### config.mk
export PLATFORM = sky130hd
export DESIGN_NAME = fwd_select_ctrl
export DESIGN_NICKNAME = d
export VERILOG_FILES = /design/src/rtl/fwd_select_ctrl.sv
export SDC_FILE = /design/constraint.sdc
export NUM_CORES = 1
export LEC_CHECK = 0
export CORE_MARGIN = 10
export CORE_UTILIZATION = 39
export CTS_CLUSTER_DIAMETER = 100
export DETAILED_ROUTE_END_ITERATION = 6
export PLACE_DENSITY = 0.73
export SLEW_MARGIN = 10
export SYNTH_ARGS = -nofsm -noshare
export SYNTH_HDL_FRONTEND = slang
export SYNTH_SLANG_ARGS = --single-unit
### constraint.sdc
create_clock -name clk -period 1.6 [get_ports clk]
set_clock_uncertainty 0.15 [all_clocks]
set_input_delay 0.16 -clock clk [delete_from_list [all_inputs] [get_ports clk]]
set_output_delay 0.16 -clock clk [all_outputs]
set_load 0.1 [all_outputs]
### src/rtl/fwd_select_ctrl.sv
// Operand-forwarding select generator and load-use stall detector for the two ALU operand muxes.
// Selects are registered so they line up with the instruction once it has moved into EX.
module fwd_select_ctrl #(
    parameter int          REG_W    = 5,
    parameter int unsigned ZERO_REG = 31
) (
    input  logic             clk,
    input  logic             reset_n,
    input  logic             id_valid,
    input  logic [REG_W-1:0] id_rn,
    input  logic [REG_W-1:0] id_rm,
    input  logic             id_use_imm,
    input  logic [REG_W-1:0] id_rd,
    input  logic             id_reg_write,
    input  logic             id_mem_read,
    input  logic             flush,
    output logic [1:0]       sel_a,
    output logic [1:0]       sel_b,
    output logic             stall
);

    localparam logic [REG_W-1:0] ZR = REG_W'(ZERO_REG);

    localparam logic [1:0] SEL_RF  = 2'b00;
    localparam logic [1:0] SEL_EX  = 2'b01;
    localparam logic [1:0] SEL_MEM = 2'b10;
    localparam logic [1:0] SEL_IMM = 2'b11;

    // Only EX and MEM writers feed a mux input; a WB-stage writer reaches the
    // operand through the register file's write-through, so no WB slot is kept.
    logic [REG_W-1:0] ex_rd_q, ex_rd_d;
    logic             ex_wr_q, ex_wr_d;
    logic             ex_ld_q, ex_ld_d;
    logic [REG_W-1:0] mem_rd_q;
    logic             mem_wr_q;
    logic [1:0]       sel_a_q, sel_a_d;
    logic [1:0]       sel_b_q, sel_b_d;

    logic ex_hit_a, ex_hit_b, mem_hit_a, mem_hit_b;
    logic bubble;

    assign ex_hit_a  = ex_wr_q  && (ex_rd_q  == id_rn) && (id_rn != ZR);
    assign ex_hit_b  = ex_wr_q  && (ex_rd_q  == id_rm) && (id_rm != ZR);
    assign mem_hit_a = mem_wr_q && (mem_rd_q == id_rn) && (id_rn != ZR);
    assign mem_hit_b = mem_wr_q && (mem_rd_q == id_rm) && (id_rm != ZR);

    assign stall  = id_valid && ex_ld_q && (ex_hit_a || (!id_use_imm && ex_hit_b));
    assign bubble = stall || flush || !id_valid;

    always_comb begin
        ex_rd_d = id_rd;
        ex_wr_d = id_reg_write && !bubble;
        ex_ld_d = id_mem_read && !bubble;
        sel_a_d = SEL_RF;
        sel_b_d = SEL_RF;
        if (!bubble) begin
            if (ex_hit_a)       sel_a_d = SEL_EX;
            else if (mem_hit_a) sel_a_d = SEL_MEM;

            if (id_use_imm)     sel_b_d = SEL_IMM;
            else if (ex_hit_b)  sel_b_d = SEL_EX;
            else if (mem_hit_b) sel_b_d = SEL_MEM;
        end
    end

    always_ff @(posedge clk or negedge reset_n) begin
        if (!reset_n) begin
            ex_rd_q  <= '0;
            ex_wr_q  <= 1'b0;
            ex_ld_q  <= 1'b0;
            mem_rd_q <= '0;
            mem_wr_q <= 1'b0;
            sel_a_q  <= SEL_RF;
            sel_b_q  <= SEL_RF;
        end else begin
            ex_rd_q  <= ex_rd_d;
            ex_wr_q  <= ex_wr_d;
            ex_ld_q  <= ex_ld_d;
            mem_rd_q <= ex_rd_q;
            mem_wr_q <= ex_wr_q;
            sel_a_q  <= sel_a_d;
            sel_b_q  <= sel_b_d;
        end
    end

    assign sel_a = sel_a_q;
    assign sel_b = sel_b_q;

endmodule
Word level (Yosys, flattened, before mapping)
Cells that the tools add are included.
- bits in registers: 17
- latch bits: 0
- RAM bits: 0
- bits in read-only memories: 0
- input port bits: 22
- output and inout bits: 5
- logic and storage cells: 39
- memories: 0
- $add $sub $neg: 0
- multiply operators: 0
- div/mod/pow operators: 0
- magnitude comparators: 0
- equal/unequal tests: 6
- shift operators: 0
- muxes and demuxes: 7
- bitwise gates (word level): 0
- reduce and logical (&&, ||, !) cells: 19
- operator list (operator ; number):
    == test 5 bit ; 4
    2-to-1 mux 2 bit ; 7
    logical AND 1 bit ; 13
    != test 5 bit (second input constant) ; 2
    zero test 1 bit ; 3
    logical OR 1 bit ; 3

Logic depth before layout (Yosys ltp)
- word-level depth: 10
- mapped depth: 5
- mapped depth without buffers: 5

Worst setup path before layout
Ideal clock, no wire load.
- path kind: register -> output
- start point: register ex_rd_q[4]
- end point: output port stall
- data arrival time: 1.868 ns
- required time: 1.290 ns
- path slack: -0.578 ns
- stages on the path, launching flop included: 6
- path buffers: 0
- cell sequence: dfrtp_1 xnor2_1 o211ai_1 nor3_1 o21a_1 and2_1
- cells in the longest elaborated chain, start to end: 6
- elaborated cells between the ends (all ways): 9
- those cells by class: 2 x eq/ne; 7 x reduce/logical
- RTL lines (element ; RTL line ; RTL):
    from (decl) ; 31 ; logic [REG_W-1:0] ex_rd_q, ex_rd_d;
    from (signal assigned) ; 76 ; ex_rd_q <= ex_rd_d;
    == test 5 bit ; 43 ; assign ex_hit_b = ex_wr_q && (ex_rd_q == id_rm) && (id_rm != ZR);
    logical AND 1 bit (2 in series) ; 43 ;
    logical AND 1 bit ; 47 ; assign stall = id_valid && ex_ld_q && (ex_hit_a || (!id_use_imm && ex_hit_b));
    logical OR 1 bit (*) ; 47 ;
    logical AND 1 bit (*) ; 47 ;
    to (decl) ; 19 ; output logic stall
Every way passes the cells marked *; elsewhere a longest branch is shown, timed or not.

Final worst setup path
- start point: register ex_rd_q[1]
- end point: output port stall
Same word-level chain as after synthesis.

==> impl_results.md <==
* 1st-iter DRT viols at 25
* Tmin final at approximately 2.2 ns
* Cells after synthesis at 69
* Metal2 WL at around 1.0 mm
* Internal power at between 600 and 700 uW
* Initial core utilization at 40.5%
* Ant. Diodes at 0
* Critical Path RT at 1.29 ns
* Clk root buf: clkbuf_4
* Main synth FF type: dfrtp_1
* Layout fillers at between 150 and 200
* Syn avg cell area at around 11 sq um
* Max_cap viols at 0
* Final Hold Fails at 0
* Comb pwr share at 22.3%
* Layout cells sized above 1 at 30.7%
* Reg power frac at between 50% and 60%
* CP Cell Sequence: xnor2_1, nand4_1, nor4_4, o21a_1, and2_4, buf_12
* Placed wire-length estimate at about 1.6 mm
* Leak at ~0.00053 uW
* Clock-pin slew on the worst setup and hold paths at 0.10 ns
* Post-Synth Adder-Cell Area at 0%
* Nets@finish at 137
* Worst setup margin at -0.574 ns
* Worst setup SP type: flip-flop
* CTS tree: yes
* RSZ-0062 raised after global routing: yes
* Simple-gate share of the synthesized area at 16.7%
* Failing checks: setup timing
* Antenna violations before repair at 0
* Register area share after synthesis at 54.1%
* Post-Place Cells at 135
* Antenna viol nets, final at 0
* Critical-path top delay cell: dfrtp_1
* Multi-input gate area at about 400 sq um
* TritonCTS Sinks at 17
* CTS Buf Count at 3
* Post-synth top area cell: dfrtp_1
* Longest Clk Path Bufs at 2
* Largest family of logic cells by synthesized area: XOR/XNOR gates
* CTS hold repair buffers at 0
* Worst-margin pin slew at 0.280 ns
* Site Rows at 16
* Complex-gate fraction of the synthesized area at between 6 and 7%
* Slew margin rel. at 81.2%
* Largest net degree at the start of global routing at 18
* Register bit total from synthesis at 17
* Clock power frac at 25.8%
* Ports at 27
* Via Count at 672
* Status: finished with violations
* Final period util at 136%
* Xor/xnor share of the synthesized area at around 22%
* Residual DRC at 0
* Synth top area cells: dfrtp_1 (54%), xnor2_1 (18%), xor2_1 (4.5%)
* CP max FO at 3
* CTS H-tree depth at 1
* DR WL/cell at roughly 14 microns
* Die width at around 65 microns
* Mux cell area share after synthesis at 0%
* Mapped Area at 786 sq um
* Die height at about 65 microns
* Via-to-Cell Ratio at between 4 and 5
* CP max stage delay at roughly 0.42 ns
* Switching Share at between 20 and 30%
* Vias in the first global route at a little over 800
* Total die area at roughly 0.0042 sq mm
* Crit path capture type: primary output
* Worst min path class: in -> async
* Post-DP Area at between 0.001 and 0.0015 sq mm
* Netlist cell types at 22
* First-pass GRT wire length at about 3.5 mm
* Drt pass-1 iters at 4
* Place WS at -0.434 ns
* Asr flop ratio synth at 100%
* Yosys top cell area share at between 50 and 60%
* Fin cells at roughly 140
* Setup TNS at -0.787 ns
* VDD IR max at 0.000594 V
* Pins over their slew limit at 0
* Crit Path Class: reg -> out
* WL met1 at 758 microns
* Area Growth Syn to Fin at 68.6%
* Delay-heaviest family, CP: simple AND/OR/NAND/NOR gates
* Pwr dens at between 600 and 700 mW/mm^2
* Later-pin clock latency in the skew report at 0.30 ns
* Design Area, Final at around 0.0013 sq mm
* F_max at between 400 and 500 MHz
* GRT overflow at 0
* Highest routed layer: met4
* Syn Nets at between 90 and 100
* Synth warn at 0
* Total wire length at roughly 2.0 mm
* Crit path buffers/inverters at 1
* Register area at between 400 and 500 sq um
* Gr usage total at between 10% and 20%
* Metal3 WL at roughly 200 microns
* Hold slack final at ~0.031 ns
* Core Area at around 0.0019 sq mm
* Post-synth EDFFs at 0
* Port Buffers at 26
* Worst endpoint data arrival time at 1.86 ns
* # setup viols final at 6
* RePlAce Congestion at 0.817
* Net Sw Power at about 240 uW
## per-stage QoR
step | total power [uW] | utilization (%)
2_1_floorplan | 546 | -
3_3_place_gp | 659 | 63.6
3_5_place_dp | 661 | 63.6
4_1_cts | 898 | 66.8
5_1_grt | 949 | 68.2
6_report | 898 | 68.2
## worst register-to-register path, stage by stage, from the launching register on
cell     delay (ns)
dfrtp_1        0.42
xnor2_1        0.19
nand4_1        0.19
nor4_4         0.24
buf_4          0.18
o22a_2         0.15
nor2_2         0.03
## synth_stat cells (2+ instances only)
| master | instances |
|---|---|
| xnor2_1 | 16 |
| nand2_1 | 4 |
| xor2_1 | 4 |
| nand4_1 | 4 |
| nand3_1 | 3 |
| dfrtp_1 | 17 |
| o21a_1 | 2 |
| nor2_1 | 5 |
## logic make-up after synthesis
group,Yosys count
xor gates and xnor gates,20
DFF,17
and+or+nand+nor,24
AOI/OAI and AO/OA,7
buffers and inverters,1
## routing by layer
metal / track usage, % / vias up
met2: 18.0 / 30
met4: 3.48 / 0
met1: 9.98 / 311
li1: - / 327
met5: 0 / -
met3: 6.53 / 4
## cells in the final DEF, fill, tap and decap left out, drive strengths merged, types with 3 or more instances in the layout
cell type	synthesis	layout
buf	0	20
clkbuf	0	3
clkdlybuf4s50	0	21
dfrtp	17	17
nand2	4	4
nand3	3	3
nand4	4	4
nor2	5	5
xnor2	16	16
xor2	4	4
## area by class of cell
class                           instances  share of cell area [%]
Multi-Input combinational cell         51                    30.9
Clock buffer                            3                    1.70
Timing Repair Buffer                   41                    31.9
Sequential cell                        17                    32.1
Inverter                                1                   0.283
Clock inverter                          1                   0.567
Tap cell                               27                    2.55
## sequential cells by signal, summed over array words and instances, names as in the netlist
signal	flops
ex_wr_q	1
ex_rd_q	5
mem_rd_q	5
sel_a	2
sel_b	2
mem_wr_q	1
ex_ld_q	1
## power groups by stage
stage	logic, uW	registers, uW	clock network, uW
after floorplan	58.7	487	0
after global routing	216	469	264
after global placement	186	473	0
final	200	466	232
after detailed placement	188	474	0
after CTS	195	466	237
## path summary, 6_finish.rpt
path,start,end,slack [ns],depth (start not counted)
max,ex_rd_q[1],stall,-0.57,6
min,reset_n,ex_ld_q,0.03,2
max reg2reg,ex_rd_q[1],sel_b[0],-0.06,6
min reg2reg,ex_wr_q,mem_wr_q,0.28,0
max in group asynchronous,reset_n,sel_b[0],1.08,2
min in group clk,id_rd[0],ex_rd_q[0],0.14,1
## what timing repair did
action	4_1_cts	5_1_grt
endpoints found under the setup margin	7	7
resized for setup	5	5
buffers inserted	1	4
pin swaps	4	2
Power figures use the tool's default switching activity.
